===== src/rtl/fifo_rd_stream.sv =====
`default_nettype none
// ============================================================================
// Module      : fifo_rd_stream
// Description : Read-side drain engine. It pops async-FIFO words into a
//               2-entry buffer and presents them as a framed valid/ready stream.
// Revision    : 1.0 - initial release
// ============================================================================
module fifo_rd_stream #(
    parameter int DSIZE = 8,
    parameter int BURST = 4,
    parameter int CNTW  = 16
) (
    input  logic             rclk,
    input  logic             rrst,
    input  logic             rempty,
    input  logic [DSIZE-1:0] rdata,
    output logic             rinc,
    output logic [DSIZE-1:0] m_data,
    output logic             m_valid,
    output logic             m_last,
    input  logic             m_ready,
    output logic [1:0]       occ,
    output logic [CNTW-1:0]  word_cnt
);

    localparam logic [7:0] c_last_beat = 8'(BURST - 1);

    logic [DSIZE-1:0] r_slot [2];
    logic             r_head;
    logic             r_tail;
    logic [1:0]       r_occ;
    logic [7:0]       r_beat;
    logic [CNTW-1:0]  r_word_cnt;

    logic w_push;
    logic w_pop;
    logic w_valid;

    // rinc sees only registered occupancy and rempty, never m_ready; reset
    // gating keeps the pop strobe low while rrst is held.
    assign w_push  = !rrst && !rempty && (r_occ < 2'd2);
    assign w_valid = (r_occ != 2'd0);
    assign w_pop   = w_valid && m_ready;

    assign rinc     = w_push;
    assign m_valid  = w_valid;
    assign m_data   = r_slot[r_head];
    assign m_last   = w_valid && (r_beat == c_last_beat);
    assign occ      = r_occ;
    assign word_cnt = r_word_cnt;

    always_ff @(posedge rclk or posedge rrst) begin
        if (rrst) begin
            r_slot[0]  <= '0;
            r_slot[1]  <= '0;
            r_head     <= 1'b0;
            r_tail     <= 1'b0;
            r_occ      <= 2'd0;
            r_beat     <= 8'd0;
            r_word_cnt <= '0;
        end else begin
            if (w_push) begin
                r_slot[r_tail] <= rdata;
                r_tail         <= ~r_tail;
            end
            if (w_pop) begin
                r_head     <= ~r_head;
                r_word_cnt <= r_word_cnt + CNTW'(1);
                if (r_beat == c_last_beat) begin
                    r_beat <= 8'd0;
                end else begin
                    r_beat <= r_beat + 8'd1;
                end
            end
            case ({w_push, w_pop})
                2'b10:   r_occ <= r_occ + 2'd1;
                2'b01:   r_occ <= r_occ - 2'd1;
                default: r_occ <= r_occ;
            endcase
        end
    end

endmodule
`default_nettype wire

===== config.mk =====
export PLATFORM = sky130hd
export DESIGN_NAME = fifo_rd_stream
export DESIGN_NICKNAME = d
export VERILOG_FILES = /design/src/rtl/fifo_rd_stream.sv
export SDC_FILE = /design/constraint.sdc
export NUM_CORES = 1
export LEC_CHECK = 0
export CORE_ASPECT_RATIO = 1.75
export CORE_MARGIN = 5
export CORE_UTILIZATION = 54
export CTS_BUF_LIST = sky130_fd_sc_hd__clkbuf_16
export CTS_CLUSTER_DIAMETER = 30
export DETAILED_ROUTE_END_ITERATION = 10
export HOLD_SLACK_MARGIN = 0.05
export PLACE_DENSITY_LB_ADDON = 0.05
export SETUP_SLACK_MARGIN = 0.1
export SLEW_MARGIN = 10
export SYNTH_ARGS = -nofsm -noshare
export SYNTH_HDL_FRONTEND = slang
export SYNTH_SLANG_ARGS = --single-unit

===== constraint.sdc =====
create_clock -name rclk -period 3.8 [get_ports rclk]
set_input_delay 0.76 -clock rclk [delete_from_list [all_inputs] [get_ports rclk]]
set_output_delay 0.76 -clock rclk [all_outputs]
set_load 0.1 [all_outputs]

==> reports/qor.yml <==
die:
  start_util: 0.552
  die_x_um: 55.8
  io-pin-count: 41
  die-area_um2: 5030
  placeableCoreArea_um2: 3590
  rows: 29
  die_h_um: 90.1
placed_design:
  portBuffers: 40
  place_congestion: 0.694
  dp_hpwl_um: 2760
cts:
  cts_root_buf: "clkbuf_16"
  htreeDepth: 2
  cts_buffer_depth: 2
  post_cts_buffers: 0
  cts_tree: "built"
  clk_pin_slew_ns: 0.06
  cts_resized: 0
  cts_made_buffers: 5
  hold_buffers: 0
  clock-sinks: 44
  worstSkewPairLatency_ns: 0.28
detailed_routing:
  dr.pass1.iters: 4
  num_vias: 1303
  routed_wl_um: 3750
  ant_nets: 0
  drt_drc_violations_left: 0
  viasPerCell: 5.36
  drt_iter0_drc: 10
  wire_per_inst_um: 15.4
timing:
  hold_violations: 0
  slew_headroom: 0.341
  tightest_slew_ns: 0.985
  setup_viol: 0
  rsz0062_at_grt: "no"
  finalCritPeriodShare: 0.757
  fmax_mhz: 348
  timing.hold.ws_ns: 0.469
  maxSlewViolCount: 0
  setup_tns_ns: 0
  period_minus_slack_ns: 2.88
  finClkSkew_ns: 0.00258
synth:
  synth_common_cells: "44 x dfrtp_1, 24 x mux2_2, 19 x xnor2_1"
  muxShareOfSynthArea: 0.136
  synth_cells: 152
  synth-edff-count: 0
  synth_nets: 167
  yosysUniqueCellTypes: 28
  synthAdderAreaFrac: 0.0189
  synth_simple_gate_area_frac: 0.148
  synth_ff_type: "dfrtp_1"
  synth_most_common_cell: "dfrtp_1"
  yosys.area_share.xor_xnor: 0.110
  ys_seq_area_frac: 0.556
  synth_top_family_by_area: "simple AND/OR/NAND/NOR gates"
  synthTopCellsByArea: "dfrtp_1 56%, mux2_2 14%, xnor2_1 8.4%"
  mappedNetlistArea_um2: 1980
  yosysTopAreaCell: "dfrtp_1"
  async_flop_share: 1.00
  synth_compound_area_frac: 0.0145
  synth.top_cell.area_share: 0.556
  yosysWarningCount: 0
  synth-seq-cells: 44
  synth_area_per_cell_um2: 13.0
critical_path:
  r2r_end: "occ[1]"
  cpPeakStageDelay_ns: 0.49
  cp-start-kind: "register"
  cp_slowest_cell: "or4b_4"
  worst_ep_arrival_time_ns: 2.12
  critPathCaptureType: "primary output"
  worstPathCellList: "ha_1, or4b_4, nor4_4, and2_2, buf_4"
  critPathRequiredTime_ns: 3.04
  reg2reg_depth: 6
  r2r_start: "occ[1]"
  critical_path_class: "reg2out"
  cp_max_fo: 6
  r2r_slack_ns: 1.63
global_routing:
  use_met3: 0.0573
  gr-usage-met2: 0.296
  grt.busiest_layer: "met2"
  grt_pass1_wl_um: 6510
  first_global_vias: 1418
  grt.total_usage: 0.163
  gr-total-overflow: 0
  use_met1: 0.166
  grt_antenna_before_repair: 0
  grt_max_degree: 45
layout:
  diodes: 0
  drive_above_1_share: 0.264
  syn2layout_area_growth_pct: 28.0
  final_nets: 212
min_path:
  worstHoldPathCells: 1
  worstHoldPathType: "reg2reg"
  hold-path-endpoint: "word_cnt[15]"
  hp-start: "word_cnt[15]"
run_status:
  status: "complete, no violations"
flow_run:
  cap_violations: 0
==> cell type report <==
cell class / count / area (µm²)
Sequential cell: 44 / 1100
Clock buffer: 5 / 125
Tap cell: 46 / 57.6
Inverter: 3 / 11.3
Timing Repair Buffer: 41 / 383
Clock inverter: 2 / 8.76
Multi-Input combinational cell: 102 / 850
Fill cell: 264 / 1060
==> per-stage QoR <==
stage / std cells / setup WS (ns) / util / area (µm²)
2_1_floorplan: 152 / 0.857 / - / 1980
3_3_place_gp: 236 / 1.26 / 0.669 / 2400
3_5_place_dp: 236 / 1.20 / 0.669 / 2400
4_1_cts: 243 / 0.900 / 0.706 / 2540
5_1_grt: 243 / 0.799 / 0.706 / 2540
6_report: 243 / 0.924 / 0.706 / 2540
==> layer usage <==
| metal | part of all wire | wire length [µm] |
|---|---|---|
| met2 | 0.56 | 2100 |
| met1 | 0.37 | 1380 |
| met5 | 0 | 0 |
| met4 | 0.017 | 63 |
| met3 | 0.056 | 211 |
==> worst max-delay path: cells and delay by family (launching register included) <==
family	cells	cell delay [ns]
AND/OR/NAND/NOR	3	0.89
flip-flops	1	0.42
buffers and inverters	1	0.28
adder cells (fa/ha/maj)	1	0.24
==> worst max path at each step <==
stage | startpoint | to | slack [ns] | depth (start not counted)
final | r_beat[0] | m_last | 0.92 | 5
after global routing | r_beat[0] | m_last | 0.80 | 5
after CTS | r_beat[0] | m_last | 0.90 | 5
after detailed placement | m_ready | occ[1] | 1.20 | 7
after global placement | occ[1] | m_valid | 1.26 | 2
after floorplan | occ[1] | m_last | 0.86 | 2
==> layout by cell type (no fill, tap or decap), drive strengths merged <==
master / netlist / routed
clkinv: 1 / 3
and3: 4 / 4
nand4: 6 / 6
buf: 2 / 11
o21ai: 2 / 2
clkdlybuf4s50: 0 / 30
xnor2: 19 / 19
clkbuf: 1 / 5
nand3: 7 / 7
and2: 2 / 2
mux2: 24 / 24
dfrtp: 44 / 44
inv: 2 / 2
or4b: 1 / 1
ha: 3 / 3
xor2: 6 / 6
a21o: 2 / 2
and4: 1 / 1
nor4: 1 / 1
or2: 3 / 3
nor2: 4 / 4
nand2: 12 / 12
nor3: 5 / 5
==> logic make-up after synthesis <==
logic type / Yosys count
AO/OA/AOI/OAI: 4
XOR/XNOR: 25
AND/OR/NAND/NOR: 46
flip-flops: 44
multiplexers: 24
adder cells (fa/ha/maj): 3
buffers and inverters: 6
==> sequential cells by signal, indices dropped and copies added (netlist names) <==
signal and cells:
r_tail 1, occ 2, word_cnt 16, r_slot 16, r_head 1, r_beat 8
Power is left out: the tool's default activity adds up to more than one toggle a clock period on the data nets, which glitch-free logic cannot reach.
